--- src/rtl/lsu_sram_pipe.sv ---
// MEM-stage load/store unit driving an SRAM-like req/addr_ok/data_ok bus with in-order load returns.
// Optional feature macro: LSU_UNALIGNED_EXC_EN (misaligned access raises exc_adel/exc_ades instead of aligning).
module lsu_sram_pipe #(
    parameter int ADDR_W   = 32,
    parameter int DATA_W   = 32,
    parameter int OT_DEPTH = 2,
    parameter int TAG_W    = 5
) (
    input  logic                  clk,
    input  logic                  resetn,
    input  logic                  ls_valid,
    output logic                  ls_ready,
    input  logic [3:0]            ls_sel,
    input  logic [ADDR_W-1:0]     ls_addr,
    input  logic [31:0]           ls_wdata,
    input  logic [TAG_W-1:0]      ls_tag,
    output logic                  rsp_valid,
    output logic [31:0]           rsp_data,
    output logic [TAG_W-1:0]      rsp_tag,
    output logic                  exc_adel,
    output logic                  exc_ades,
    output logic [ADDR_W-1:0]     exc_badvaddr,
    output logic                  busy,
    output logic                  data_req,
    output logic                  data_wr,
    output logic [1:0]            data_size,
    output logic [ADDR_W-1:0]     data_addr,
    output logic [DATA_W/8-1:0]   data_wstrb,
    output logic [DATA_W-1:0]     data_wdata,
    input  logic                  data_addr_ok,
    input  logic                  data_data_ok,
    input  logic [DATA_W-1:0]     data_rdata
);
    localparam int LANES = DATA_W / 8;
    localparam int OFF_W = $clog2(LANES);
    localparam int PTR_W = (OT_DEPTH > 1) ? $clog2(OT_DEPTH) : 1;
    localparam int CNT_W = $clog2(OT_DEPTH + 1);
    localparam int ENT_W = 1 + 4 + OFF_W + TAG_W;

    localparam logic [3:0] LS_SEL_LB  = 4'd1;
    localparam logic [3:0] LS_SEL_LBU = 4'd2;
    localparam logic [3:0] LS_SEL_LH  = 4'd3;
    localparam logic [3:0] LS_SEL_LHU = 4'd4;
    localparam logic [3:0] LS_SEL_LW  = 4'd5;
    localparam logic [3:0] LS_SEL_SB  = 4'd6;
    localparam logic [3:0] LS_SEL_SH  = 4'd7;
    localparam logic [3:0] LS_SEL_SW  = 4'd8;

    typedef enum logic {S_IDLE = 1'b0, S_REQ = 1'b1} state_t;

    function automatic logic sel_known(input logic [3:0] sel);
        case (sel)
            LS_SEL_LB, LS_SEL_LBU, LS_SEL_LH, LS_SEL_LHU,
            LS_SEL_LW, LS_SEL_SB, LS_SEL_SH, LS_SEL_SW: return 1'b1;
            default:                                    return 1'b0;
        endcase
    endfunction

    function automatic logic sel_store(input logic [3:0] sel);
        case (sel)
            LS_SEL_SB, LS_SEL_SH, LS_SEL_SW: return 1'b1;
            default:                         return 1'b0;
        endcase
    endfunction

    function automatic logic [1:0] sel_size(input logic [3:0] sel);
        case (sel)
            LS_SEL_LB, LS_SEL_LBU, LS_SEL_SB: return 2'd0;
            LS_SEL_LH, LS_SEL_LHU, LS_SEL_SH: return 2'd1;
            LS_SEL_LW, LS_SEL_SW:             return 2'd2;
            default:                          return 2'd0;
        endcase
    endfunction

    function automatic logic misaligned(input logic [3:0] sel, input logic [1:0] lo);
        return ((sel_size(sel) == 2'd1) && lo[0]) || ((sel_size(sel) == 2'd2) && (lo != 2'b00));
    endfunction

    state_t               state_r;
    logic [3:0]           sel_r;
    logic [ADDR_W-1:0]    addr_r;
    logic [TAG_W-1:0]     tag_r;
    logic [LANES-1:0]     wstrb_r;
    logic [DATA_W-1:0]    wdata_r;
    logic [ENT_W-1:0]     fifo_r [OT_DEPTH];
    logic [PTR_W-1:0]     wr_ptr_r, rd_ptr_r;
    logic [CNT_W-1:0]     count_r;

    logic                 full_s, pop_s, push_s, accept_s, take_s;
    logic [ADDR_W-1:0]    addr_al_s;
    logic [OFF_W-1:0]     off_s;
    logic [LANES-1:0]     wstrb_s;
    logic [DATA_W-1:0]    wdata_s;
    logic [ENT_W-1:0]     head_s;
    logic [DATA_W-1:0]    shifted_s;

    assign full_s    = (count_r == CNT_W'(OT_DEPTH));
    assign pop_s     = data_data_ok && (count_r != '0);
    assign data_req  = (state_r == S_REQ) && (!full_s || pop_s);
    assign push_s    = data_req && data_addr_ok;
    assign accept_s  = ls_valid && ls_ready;
    assign busy      = (state_r == S_REQ) || (count_r != '0);
    assign data_addr = addr_r;
    assign data_wr   = sel_store(sel_r);
    assign data_size = sel_size(sel_r);
    assign data_wstrb = wstrb_r;
    assign data_wdata = wdata_r;

    // Handshake toward EX: a new request may ride on the address-phase acceptance of the current one.
    always_comb begin
        ls_ready = 1'b0;
        if (state_r == S_IDLE) begin
            ls_ready = !full_s;
        end else begin
            ls_ready = push_s;
        end
    end

`ifdef LSU_UNALIGNED_EXC_EN
    logic mis_s;
    assign mis_s    = misaligned(ls_sel, ls_addr[1:0]);
    assign exc_adel = accept_s && mis_s && !sel_store(ls_sel);
    assign exc_ades = accept_s && mis_s && sel_store(ls_sel);
    assign take_s   = accept_s && sel_known(ls_sel) && !mis_s;

    // Faulting address is held until the next exception.
    always_ff @(posedge clk or negedge resetn) begin
        if (!resetn) begin
            exc_badvaddr <= '0;
        end else if (exc_adel || exc_ades) begin
            exc_badvaddr <= ls_addr;
        end
    end
`else
    assign exc_adel     = 1'b0;
    assign exc_ades     = 1'b0;
    assign exc_badvaddr = '0;
    assign take_s       = accept_s && sel_known(ls_sel);
`endif

    // Align by clearing low address bits; a no-op for accesses that are already aligned.
    always_comb begin
        addr_al_s = ls_addr;
        if (sel_size(ls_sel) == 2'd1) begin
            addr_al_s[0] = 1'b0;
        end else if (sel_size(ls_sel) == 2'd2) begin
            addr_al_s[1:0] = 2'b00;
        end else begin
            addr_al_s = ls_addr;
        end
    end

    assign off_s = addr_al_s[OFF_W-1:0];

    // Store data is replicated across every lane; the strobe picks the lanes actually written.
    always_comb begin
        wstrb_s = '0;
        wdata_s = '0;
        if (sel_store(ls_sel)) begin
            case (sel_size(ls_sel))
                2'd0: begin
                    wstrb_s = LANES'(4'h1) << off_s;
                    wdata_s = {LANES{ls_wdata[7:0]}};
                end
                2'd1: begin
                    wstrb_s = LANES'(4'h3) << off_s;
                    wdata_s = {(LANES/2){ls_wdata[15:0]}};
                end
                default: begin
                    wstrb_s = LANES'(4'hF) << off_s;
                    wdata_s = {(LANES/4){ls_wdata}};
                end
            endcase
        end else begin
            wstrb_s = '0;
            wdata_s = '0;
        end
    end

    // Request FSM: IDLE waits for work, REQ holds the bus request until addr_ok.
    always_ff @(posedge clk or negedge resetn) begin
        if (!resetn) begin
            state_r <= S_IDLE;
        end else begin
            case (state_r)
                S_IDLE: if (take_s) state_r <= S_REQ;
                S_REQ:  if (push_s && !take_s) state_r <= S_IDLE;
                default: state_r <= S_IDLE;
            endcase
        end
    end

    // Request registers feeding the bus.
    always_ff @(posedge clk or negedge resetn) begin
        if (!resetn) begin
            sel_r   <= 4'd0;
            addr_r  <= '0;
            tag_r   <= '0;
            wstrb_r <= '0;
            wdata_r <= '0;
        end else if (take_s) begin
            sel_r   <= ls_sel;
            addr_r  <= addr_al_s;
            tag_r   <= ls_tag;
            wstrb_r <= wstrb_s;
            wdata_r <= wdata_s;
        end
    end

    // Outstanding-transaction metadata FIFO.
    always_ff @(posedge clk or negedge resetn) begin
        if (!resetn) begin
            wr_ptr_r <= '0;
            rd_ptr_r <= '0;
            count_r  <= '0;
            for (int i = 0; i < OT_DEPTH; i++) fifo_r[i] <= '0;
        end else begin
            if (push_s) begin
                fifo_r[wr_ptr_r] <= {!sel_store(sel_r), sel_r, addr_r[OFF_W-1:0], tag_r};
                wr_ptr_r <= (wr_ptr_r == PTR_W'(OT_DEPTH - 1)) ? '0 : wr_ptr_r + PTR_W'(1);
            end
            if (pop_s) begin
                rd_ptr_r <= (rd_ptr_r == PTR_W'(OT_DEPTH - 1)) ? '0 : rd_ptr_r + PTR_W'(1);
            end
            case ({push_s, pop_s})
                2'b10:   count_r <= count_r + CNT_W'(1);
                2'b01:   count_r <= count_r - CNT_W'(1);
                default: count_r <= count_r;
            endcase
        end
    end

    assign head_s    = fifo_r[rd_ptr_r];
    assign rsp_valid = pop_s && head_s[ENT_W-1];
    assign shifted_s = data_rdata >> {head_s[TAG_W +: OFF_W], 3'b000};

    // Load result extraction and extension, shown only while a load pops.
    always_comb begin
        rsp_data = 32'h0;
        rsp_tag  = '0;
        if (rsp_valid) begin
            rsp_tag = head_s[TAG_W-1:0];
            case (head_s[ENT_W-2 -: 4])
                LS_SEL_LB:  rsp_data = {{24{shifted_s[7]}}, shifted_s[7:0]};
                LS_SEL_LBU: rsp_data = {24'h0, shifted_s[7:0]};
                LS_SEL_LH:  rsp_data = {{16{shifted_s[15]}}, shifted_s[15:0]};
                LS_SEL_LHU: rsp_data = {16'h0, shifted_s[15:0]};
                default:    rsp_data = shifted_s[31:0];
            endcase
        end else begin
            rsp_data = 32'h0;
            rsp_tag  = '0;
        end
    end
endmodule

--- config.mk ---
export PLATFORM = sky130hd
export DESIGN_NAME = lsu_sram_pipe
export DESIGN_NICKNAME = d
export VERILOG_FILES = /design/src/rtl/lsu_sram_pipe.sv
export SDC_FILE = /design/constraint.sdc
export NUM_CORES = 1
export LEC_CHECK = 0
export ABC_AREA = 1
export BUFFER_PORTS_ARGS = -buffer_cell sky130_fd_sc_hd__buf_2
export CORE_ASPECT_RATIO = 1.2
export CORE_UTILIZATION = 41
export CTS_CLUSTER_DIAMETER = 50
export DETAILED_ROUTE_END_ITERATION = 12
export GPL_ROUTABILITY_DRIVEN = 0
export PLACE_DENSITY = 0.7
export RECOVER_POWER = 100
export SLEW_MARGIN = 15
export SYNTH_ARGS = -nofsm -noshare
export SYNTH_HDL_FRONTEND = slang
export SYNTH_SLANG_ARGS = --single-unit
--- constraint.sdc ---
create_clock -name clk -period 2.9 [get_ports clk]
set_input_delay 0.145 -clock clk [delete_from_list [all_inputs] [get_ports clk]]
set_output_delay 0.145 -clock clk [all_outputs]
set_load 0.05 [all_outputs]
==> impl_results.md, run 1 <==
- Outcome: completed
- Antenna fix cells: 0
- Nets: 1,208
- Relative slew margins: 0.206
- Hpwl dp: 12.5 mm
- Synth Area per Inst: 7.30 um2
- Synth-to-layout area growth: 26.8%
- Final Setup Violations: 0
- Fin crit period: 2640 ps
- Synth warn: 0
- Worst slew pin tran: 1190 ps
- Mapped Cells: 847
- CP arrival: 2490 ps
- Finished Cell Area: 7850 um2
- Initial Util: 0.426
- DR iter-0 viols: 383
- Max-Cap Viols: 0
- Clock Tree Buf Depth: 2
- DIE AREA: 15,600 um2
- Peak supply drop: 0.716 mV
- CP startpoint kind: register
- Worst-path clk slew: 80 ps
- DR pass1 iterations: 5
- FMAX: 379 MHz
- Floorplan row count: 48
- CTS root buf: clkbuf_16
- Syn Std Cell Area: 6190 um2
- Largest net degree at the start of global routing: 47
- WP data required: 2760 ps
- Die width: 114 um
- Setup TNS: 0 ps
- PortBufs: 221
- Post-synth cell types: 35
- Postcts setup bufs: 0
- Routed WL: 16.9 mm
- Flops & latches, synth: 106
- Number of routed nets with antenna violations: 0
- Grt ovf: 0
- Final clock skew: 10.9 ps
- Vias in the first global route: 5,637
- Share of layout cells above drive strength 1: 0.181
- Clock Latency Late Sink: 350 ps
- CTS tree: built
- # DRC: 0
- Sequential share of the synthesized area: 0.429
- H-tree depth: 3
- Sequential cell area: 2650 um2
- Number of buffers created by CTS: 9
- Die height: 137 um
- Average wire per standard cell: 13.0 um
- Initial antenna violation count: 0
- Crit Path Category: register to primary output
- Final Cycle Share: 0.910
- Hold crit path type: input port to register
- Global-route wire length before repair: 27.1 mm
- # clock sinks: 106
- Via-per-instance ratio: 4.70
- DR vias: 6,081
- Slew Limit Fails: 0
- Total GRT Usage: 0.221
- I/O pin count: 256
- Unrepaired setup endpoints after global routing: false
- PD cells: 1240 nW/um2
- CORE AREA: 14,500 um2
- Placed inst area: 7330 um2
- Final Util: 0.540
- Worst setup EP type: primary output
- Final Hold Viols: 0
- Filler cell count: 1,520
- CP max FO: 28
- Area occupied by multi-input gates: 2940 um2
- Leak: 4.08 nW
power by group:
part	switching (mW)	internal, mW
clock	0.595	0.687
sequential	0.381	2.05
combinational	4.71	1.33
total	5.69	4.07
cell type report:
| class | count | area share |
|---|---|---|
| multi-input combinational | 635 | 0.374 |
| clock buffer | 9 | 0.0287 |
| inverter | 65 | 0.0314 |
| timing repair buffer | 272 | 0.185 |
| clock inverter | 7 | 0.0108 |
| tap | 200 | 0.0319 |
| sequential | 106 | 0.338 |
cell usage after synthesis, drive strengths merged:
| cell | count | area [um2] |
|---|---|---|
| a21oi | 31 | 159 |
| buf | 58 | 407 |
| clkbuf | 16 | 60.1 |
| conb | 1 | 3.75 |
| dfrtp | 106 | 2650 |
| ha | 9 | 113 |
| inv | 65 | 246 |
| mux2 | 5 | 56.3 |
| mux2i | 1 | 10.0 |
| nand2 | 321 | 1240 |
| nand3 | 36 | 225 |
| nand4 | 1 | 6.26 |
| nor2 | 79 | 374 |
| nor3 | 1 | 5.00 |
| o21a | 9 | 67.6 |
| o21ai | 102 | 514 |
| o22ai | 1 | 6.26 |
| o31ai | 1 | 7.51 |
| xnor2 | 1 | 8.76 |
| xor2 | 3 | 26.3 |
critical path, stage by stage, from the launching register on:
cell,delay (ps)
dfrtp_2,540
nand2_1,190
nand2_4,260
nand2_1,130
nand3_2,120
nand3_4,130
nand3_2,120
nand2_4,190
nor2_1,160
clkbuf_2,290
cells in the final DEF, fill, tap and decap left out, types with 8 or more instances in the layout:
cell type        n
nand2_1        315
nor2_4           9
clkbuf_2        27
dfrtp_1        105
o21a_1           9
conb_1          34
a21oi_1         30
clkbuf_16        9
o21ai_0         98
inv_1           61
nor2_1          67
clkbuf_1        88
dlygate4sd3_1   35
buf_4            8
nand3_1         32
buf_2          112
ha_1             9
registers in the layout, indices dropped and copies added, names as in the netlist:
register / cells
tag_r: 5
data_wstrb: 4
state_r: 1
sel_r: 4
wr_ptr_r: 1
data_wdata: 32
count_r: 2
data_addr: 32
fifo_r: 24
rd_ptr_r: 1
through the flow:
| stage | worst slack [ps] | cells | power, mW | hold WS [ps] |
|---|---|---|---|---|
| after CTS | 71.1 | 1294 | 9.95 | 6.36 |
| final | 262 | 1294 | 9.76 | 13.4 |
| after global routing | 28.1 | 1294 | 10.4 | 11.3 |
| after global placement | 525 | 1243 | 8.56 | 185 |
| after floorplan | 689 | 880 | 7.36 | -151 |
| after detailed placement | 469 | 1243 | 8.60 | 188 |
worst paths after layout:
check	from	to	slack, ps	cells past startpoint
hold reg to reg	data_addr[8]$_DFFE_PN0P_	data_addr[8]$_DFFE_PN0P_	480	2
setup / recovery	rd_ptr_r$_DFFE_PN0P_	rsp_data[31]	260	9
min in group asynchronous	resetn	data_wdata[21]$_DFFE_PN0P_	550	2
hold / removal	ls_addr[26]	data_addr[26]$_DFFE_PN0P_	10	3
max in group asynchronous	resetn	rd_ptr_r$_DFFE_PN0P_	1010	3
setup reg to reg	count_r[0]$_DFFE_PN0P_	data_wstrb[0]$_DFFE_PN0P_	310	9
routing by layer:
| metal | vias to the layer above | GRT usage | share of wire |
|---|---|---|---|
| met5 | - | 0 | 0 |
| met4 | 0 | 0.0794 | 0.024 |
| met3 | 26 | 0.0514 | 0.070 |
| met2 | 235 | 0.378 | 0.49 |
| met1 | 2753 | 0.271 | 0.42 |
| li1 | 3067 | - | - |
cells by family (layout without fill, tap and decap cells):
family                     count (synthesis)  count (layout)  synth area share
adders and majority gates                  9               9            0.0182
xor gates and xnor gates                   4               4           0.00566
other                                      1              34          0.000606
DFF                                      106             106             0.429
muxes                                      6               6            0.0107
AOI/OAI and AO/OA                        144             144             0.122
buffers and inverters                    139             353             0.115
and+or+nand+nor                          438             438             0.299
timing repair:
item | CTS | global route
endpoints found under the setup margin | 0 | 18
hold buffers | 35 | 0
hold endpoints to repair | 77 | 0
gates resized for setup | 0 | 2
Note: power is estimated with default switching activity, not from simulation.
==> run 2: changes to the inputs <==
==> constraint.sdc (replaced) <==
create_clock -name clk -period 2.9 [get_ports clk]
set_input_delay 0.145 -clock clk [delete_from_list [all_inputs] [get_ports clk]]
set_output_delay 0.145 -clock clk [all_outputs]
set_load 0.02 [all_outputs]
==> run 2 against run 1 <==
- critical endpoint is now rsp_data[27]
- hold slack improved by 3.5 ps
- first-iteration DRC count decreased by 22%
- critical path depth unchanged
- sequential share of layout area decreased by 0.054 points
- flip-flop and latch count unchanged
- fmax increased by 1.4%
- wire length increased by 0.40%
- clock skew decreased by 5.5 ps
- non-clock buffer count decreased by 4
- die area unchanged
- final cell count decreased by 0.31%
- clock power increased by 16%
==> impl_results.md, run 2 (synthesized netlist as in run 1, its figures left out) <==
- M3 GR Usage: 0.0567 (+0.00531)
- Met1 usage: 0.254 (-0.0172)
- CTS root buf: clkbuf_16
- Total GRT Usage: 0.217 (-0.00381)
- Max-Cap Viols: 0 (unchanged)
- PortBufs: 221 (unchanged)
- Final Hold Viols: 0 (unchanged)
- Buf/Inv on CP: 4 (+3)
- I/O pin count: 256 (unchanged)
- Sequential cell area: 2650 um2 (unchanged)
- Postcts setup bufs: 0 (unchanged)
- Reg2reg setup slack: 350 ps (+40 ps)
- Final Setup Violations: 0 (unchanged)
- Combinational share of power: 0.530 (-0.089)
- Final Cycle Share: 0.897 (-0.0125)
- Slowest stage delay, CP: 520 ps (-20 ps)
- Largest delay contributor family on the critical path: buffers and inverters
- DR vias: 6,004 (-1.3%)
- Hold crit path type: input port to register
- Post-Place Worst Slack: 601 ps (+131 ps)
- Largest net degree at the start of global routing: 56 (+19%)
- Unrepaired setup endpoints after global routing: false
- Global-route wire length before repair: 26.6 mm (-2.1%)
- Initial Util: 0.426 (unchanged)
- Met2 Use GR: 0.390 (+0.0111)
- Worst setup EP type: primary output
- Slew Limit Fails: 0 (unchanged)
- Die height: 137 um (unchanged)
- Relative slew margins: 0.152 (-0.0545)
- R2R depth: 9 (unchanged)
- Most frequent cells in the layout: nand2_1, buf_2, dfrtp_1
- Area occupied by multi-input gates: 2920 um2 (-0.51%)
- CORE AREA: 14,500 um2 (unchanged)
- CP arrival: 2460 ps (-30 ps)
- Antenna fix cells: 0 (unchanged)
- Vias in the first global route: 5,552 (-1.5%)
- # DRC: 0 (unchanged)
- Share of layout cells above drive strength 1: 0.172 (-0.00943)
- Floorplan row count: 48 (unchanged)
- Final clock skew: 5.40 ps (-5.54 ps)
- Number of routed nets with antenna violations: 0 (unchanged)
- Via-per-instance ratio: 4.65 (-0.96%)
- Hold Path Cell Cnt: 3 (unchanged)
- Worst-path clk slew: 70 ps (about the same)
- Routed WL: 16.9 mm (+0.40%)
- Filler cell count: 1,472 (-3.2%)
- Pint: 4.30 mW (+5.6%)
- Synth-to-layout area growth: 27.0%
- CP max FO: 16 (-43%)
- Clock network fraction of total power: 0.178 (+0.047)
- Initial antenna violation count: 0 (unchanged)
- Hpwl dp: 12.3 mm (-0.94%)
- Worst Slack Setup Final: 298 ps (+36.3 ps)
- CP startpoint kind: register
- Peak supply drop: 0.529 mV (-26%)
- DR pass1 iterations: 4 (-1)
- Average wire per standard cell: 13.1 um (+0.71%)
- Grt peak-use layer: met2
- Sw frac: 0.486 (-0.0964)
- Outcome: completed
- Crit Path Category: register to primary output
- Clock Latency Late Sink: 340 ps (about the same)
- Levels on crit path: 9 (unchanged)
- Clock Tree Buf Depth: 2 (unchanged)
- Top cell by count, worst path: nand2_1
- Most common cell after layout, fill and taps aside: nand2_1
- Leak: 4.09 nW (+0.18%)
- P_sw: 4.07 mW (-28%)
- WP data required: 2760 ps (about the same)
- PD cells: 1070 nW/um2 (-14%)
- H-tree depth: 3 (unchanged)
- Setup TNS: 0 ps (unchanged)
- DIE AREA: 15,600 um2 (unchanged)
- Sequential power share: 0.292 (+0.043)
- Number of buffers created by CTS: 9 (unchanged)
- CP max-delay cell: dfrtp_2
- DR iter-0 viols: 299 (-22%)
- Fin crit period: 2600 ps (-36.3 ps)
- Nets: 1,204 (-0.33%)
- CTS tree: built
- FMAX: 384 MHz (+1.4%)
- Crit-path cells: buf_4, nand2_1, o21ai_1, nand2_1, clkbuf_2, inv_1, nand2_4, nor2_4, clkbuf_1
- # clock sinks: 106 (unchanged)
- Worst slew pin tran: 1270 ps (+86.1 ps)
- Die width: 114 um (unchanged)
- Grt ovf: 0 (unchanged)
[run 2: layer usage]
layer  vias up  part of all wire
met1      2686              0.41
met3        23             0.074
met2       239              0.50
li1       3056                 -
met4         0             0.020
met5         -                 0
[run 2: worst paths after layout]
check,start,endpoint
max,rd_ptr_r$_DFFE_PN0P_,rsp_data[27]
max in group asynchronous,resetn,count_r[1]$_DFFE_PN0P_
min reg2reg,data_addr[8]$_DFFE_PN0P_,data_addr[8]$_DFFE_PN0P_
min,ls_addr[21],data_addr[21]$_DFFE_PN0P_
min in group asynchronous,resetn,data_wdata[21]$_DFFE_PN0P_
max reg2reg,count_r[0]$_DFFE_PN0P_,data_addr[4]$_DFFE_PN0P_
[run 2: layout make-up]
cell class / count / area share
clock buffer: 9 / 0.0287
timing repair buffer: 268 / 0.180
clock inverter: 7 / 0.0186
tap: 200 / 0.0318
multi-input combinational: 635 / 0.372
inverter: 65 / 0.0314
sequential: 106 / 0.338
[run 2: worst register-to-register path, delay by kind of cell (launching register included)]
kind	cells	cell delay, ps
buffers and inverters	3	1090
and+or+nand+nor	6	1000
DFF	1	410
[run 2: stage by stage]
stage / power [mW] / cell area [um2] / util / std cells / hold WS [ps]
3_5_place_dp: 7.04 / 7310 / 0.503 / 1240 / 227
6_report: 8.37 / 7860 / 0.541 / 1290 / 16.9
4_1_cts: 8.60 / 8020 / 0.552 / 1290 / 3.70
3_3_place_gp: 6.99 / 7310 / 0.503 / 1240 / 234
2_1_floorplan: 5.81 / 6310 / - / 880 / -151
5_1_grt: 9.04 / 7860 / 0.541 / 1290 / 21.5
[run 2: repair_timing]
item | in CTS | in global routing
hold endpoints to repair | 84 | 0
setup endpoints to repair | 0 | 8
resized for setup | 0 | 1
hold buffers | 34 | 0
[run 2: power groups by stage]
stage	Clock (mW)	Sequential [mW]	Combinational (mW)
finish	1.49	2.45	4.43
global route	1.59	2.52	4.93
CTS	1.53	2.44	4.64
detailed placement	0	2.44	4.60
global placement	0	2.44	4.55
floorplan	0	2.78	3.04
==> run 3: changes to the inputs <==
==> constraint.sdc (replaced) <==
create_clock -name clk -period 3 [get_ports clk]
set_input_delay 0.45 -clock clk [delete_from_list [all_inputs] [get_ports clk]]
set_output_delay 0.45 -clock clk [all_outputs]
set_load 0.02 [all_outputs]
==> run 3 against run 2 <==
- via count shrank 2.7%
- utilization shrank 2.5 points
- total power shrank 6.2%
- sequential share of layout area grew 1.7 points
- critical path depth grew 1
- flip-flop and latch count is the same
- first-iteration DRC count grew 6.7%
- clock power shrank 17%
- final cell count shrank 2.4%
- die area is the same
- clock skew grew 3.6 ps
- critical endpoint is now rsp_data[17]
- largest cell class unchanged
==> impl_results.md, run 3 (synthesized netlist as in run 1, its figures left out) <==
- Worst slew pin tran: 1250 ps (-22.9 ps)
- Sw frac: 0.500 (+0.0140)
- P_sw: 3.93 mW (-3.5%)
- Hold crit path type: input port to register
- Clock network fraction of total power: 0.156 (-0.022)
- Share of layout cells above drive strength 1: 0.180 (+0.00819)
- Clock Tree Buf Depth: 2 (unchanged)
- Vias in the first global route: 5,464 (-1.6%)
- Combinational share of power: 0.546 (+0.016)
- Initial antenna violation count: 1 (+1)
- CP arrival: 2350 ps (-110 ps)
- CTS root buf: clkbuf_16
- Final Cycle Share: 0.933
- PD cells: 1050 nW/um2 (-1.6%)
- Final Hold Viols: 0 (unchanged)
- Clock Latency Late Sink: 350 ps (about the same)
- Crit Path Category: register to primary output
- CP startpoint kind: register
- Initial Util: 0.426 (unchanged)
- Setup TNS: 0 ps (unchanged)
- CTS tree: built
- Worst-path clk slew: 70 ps (about the same)
- Final std cells w/o fill: 1,259 (-2.4%)
- I/O pin count: 256 (unchanged)
- H-tree depth: 3 (unchanged)
- Max-Cap Viols: 0 (unchanged)
- DR vias: 5,839 (-2.7%)
- Pint: 3.92 mW (-8.8%)
- CORE AREA: 14,500 um2 (unchanged)
- Worst setup EP type: primary output
- Number of buffers created by CTS: 9 (unchanged)
- Nets: 1,171 (-2.7%)
- Leak: 3.93 nW (-3.8%)
- Most frequent cells in the layout: nand2_1, buf_2, dfrtp_1
- Average wire per standard cell: 12.9 um (-1.4%)
- Total GRT Usage: 0.214 (-0.00253)
- FMAX: 357 MHz
- WP data required: 2550 ps (-210 ps)
- Outcome: completed
- Number of routed nets with antenna violations: 0 (unchanged)
- Largest net degree at the start of global routing: 100 (+79%)
- Die width: 114 um (unchanged)
- Floorplan row count: 48 (unchanged)
- # DRC: 0 (unchanged)
- DR iter-0 viols: 319 (+6.7%)
- Most common cell after layout, fill and taps aside: nand2_1
- Die height: 137 um (unchanged)
- Synth-to-layout area growth: 21.1%
- Final Setup Violations: 0 (unchanged)
- Slew Limit Fails: 0 (unchanged)
- DR pass1 iterations: 4 (unchanged)
- Hpwl dp: 12.3 mm (-0.26%)
- Peak supply drop: 0.490 mV (-7.5%)
- Relative slew margins: 0.167 (+0.0152)
- Fin crit period: 2800 ps
- Via-per-instance ratio: 4.64 (-0.35%)
- Sequential power share: 0.298 (+0.006)
- Routed WL: 16.3 mm (-3.8%)
- # clock sinks: 106 (unchanged)
- Post-Place Cells: 1,240 (unchanged)
- DIE AREA: 15,600 um2 (unchanged)
- CP max FO: 28 (+12)
- Final clock skew: 9.00 ps (+3.60 ps)
- Grt ovf: 0 (unchanged)
- PortBufs: 221 (unchanged)
- Unrepaired setup endpoints after global routing: false
- Global-route wire length before repair: 26.3 mm (-1.0%)
[run 3: cell count changes in the layout (fill, tap and decap cells not counted), sizes merged, moves of 2 or more]
cell / previous run / this run
bufinv: 4 / 1
dlygate4sd3: 34 / 1
buf: 128 / 125
diode: 0 / 2
clkbuf: 115 / 119
[run 3: through the flow]
step	power, mW	area [um2]	hold slack (ps)	worst slack [ps]	util
final	7.85	7490	287	200	0.515
after global routing	8.51	7490	283	23.5	0.515
after CTS	8.07	7640	278	36.6	0.526
after detailed placement	6.82	7320	293	425	0.504
after global placement	6.77	7320	294	532	0.504
after floorplan	5.62	6310	154	903	-
[run 3: final timing paths]
| check | startpoint | end | slack, ps | cells after the start |
|---|---|---|---|---|
| max | rd_ptr_r$_DFFE_PN0P_ | rsp_data[17] | 200 | 10 |
| min | ls_addr[19] | data_addr[19]$_DFFE_PN0P_ | 290 | 3 |
| max reg2reg | count_r[0]$_DFFE_PN0P_ | data_wstrb[2]$_DFFE_PN0P_ | 570 | 9 |
| min reg2reg | data_addr[5]$_DFFE_PN0P_ | data_addr[5]$_DFFE_PN0P_ | 480 | 2 |
| max in group asynchronous | resetn | rd_ptr_r$_DFFE_PN0P_ | 730 | 3 |
| min in group asynchronous | resetn | data_wdata[16]$_DFFE_PN0P_ | 610 | 2 |
[run 3: power by group through the flow]
stage | Clock [mW] | Combinational [mW] | Sequential (mW)
after floorplan | 0 | 2.93 | 2.69
after global placement | 0 | 4.43 | 2.34
after detailed placement | 0 | 4.47 | 2.35
after CTS | 1.26 | 4.47 | 2.34
after global routing | 1.31 | 4.78 | 2.42
final | 1.23 | 4.29 | 2.34
[run 3: area by class of cell]
cell class              instances  area [um2]
clock buffers                  10         239
clock inverters                 6        70.1
repair buffers                235        1100
well taps                     200         250
flip-flops and latches        106        2650
inverters                      65         246
diodes                          2        5.00
fillers                      1551        7040
multi-input cells             635        2930
[run 3: critical path, stage by stage (launching register included)]
cell      delay, ps
dfrtp_2         490
inv_4           130
nand2_2          90
nand2_4         220
nand2_1         140
nand3_2         120
nand3_4         140
nand3_2         120
nand2_4         200
nor2_1          160
clkbuf_2        180
[run 3: what timing repair did]
action,4_1_cts,5_1_grt
endpoints found under the hold margin,9,0
hold buffers,1,0
gates resized for setup,0,1
setup buffers,0,0
endpoints found under the setup margin,0,16
[run 3: metal layers]
layer / track usage / wire length [um] / part of all wire
met5: 0 / 0 / 0
met4: 0.0808 / 318 / 0.020
met3: 0.0620 / 1460 / 0.090
met2: 0.376 / 7990 / 0.49
met1: 0.246 / 6530 / 0.40
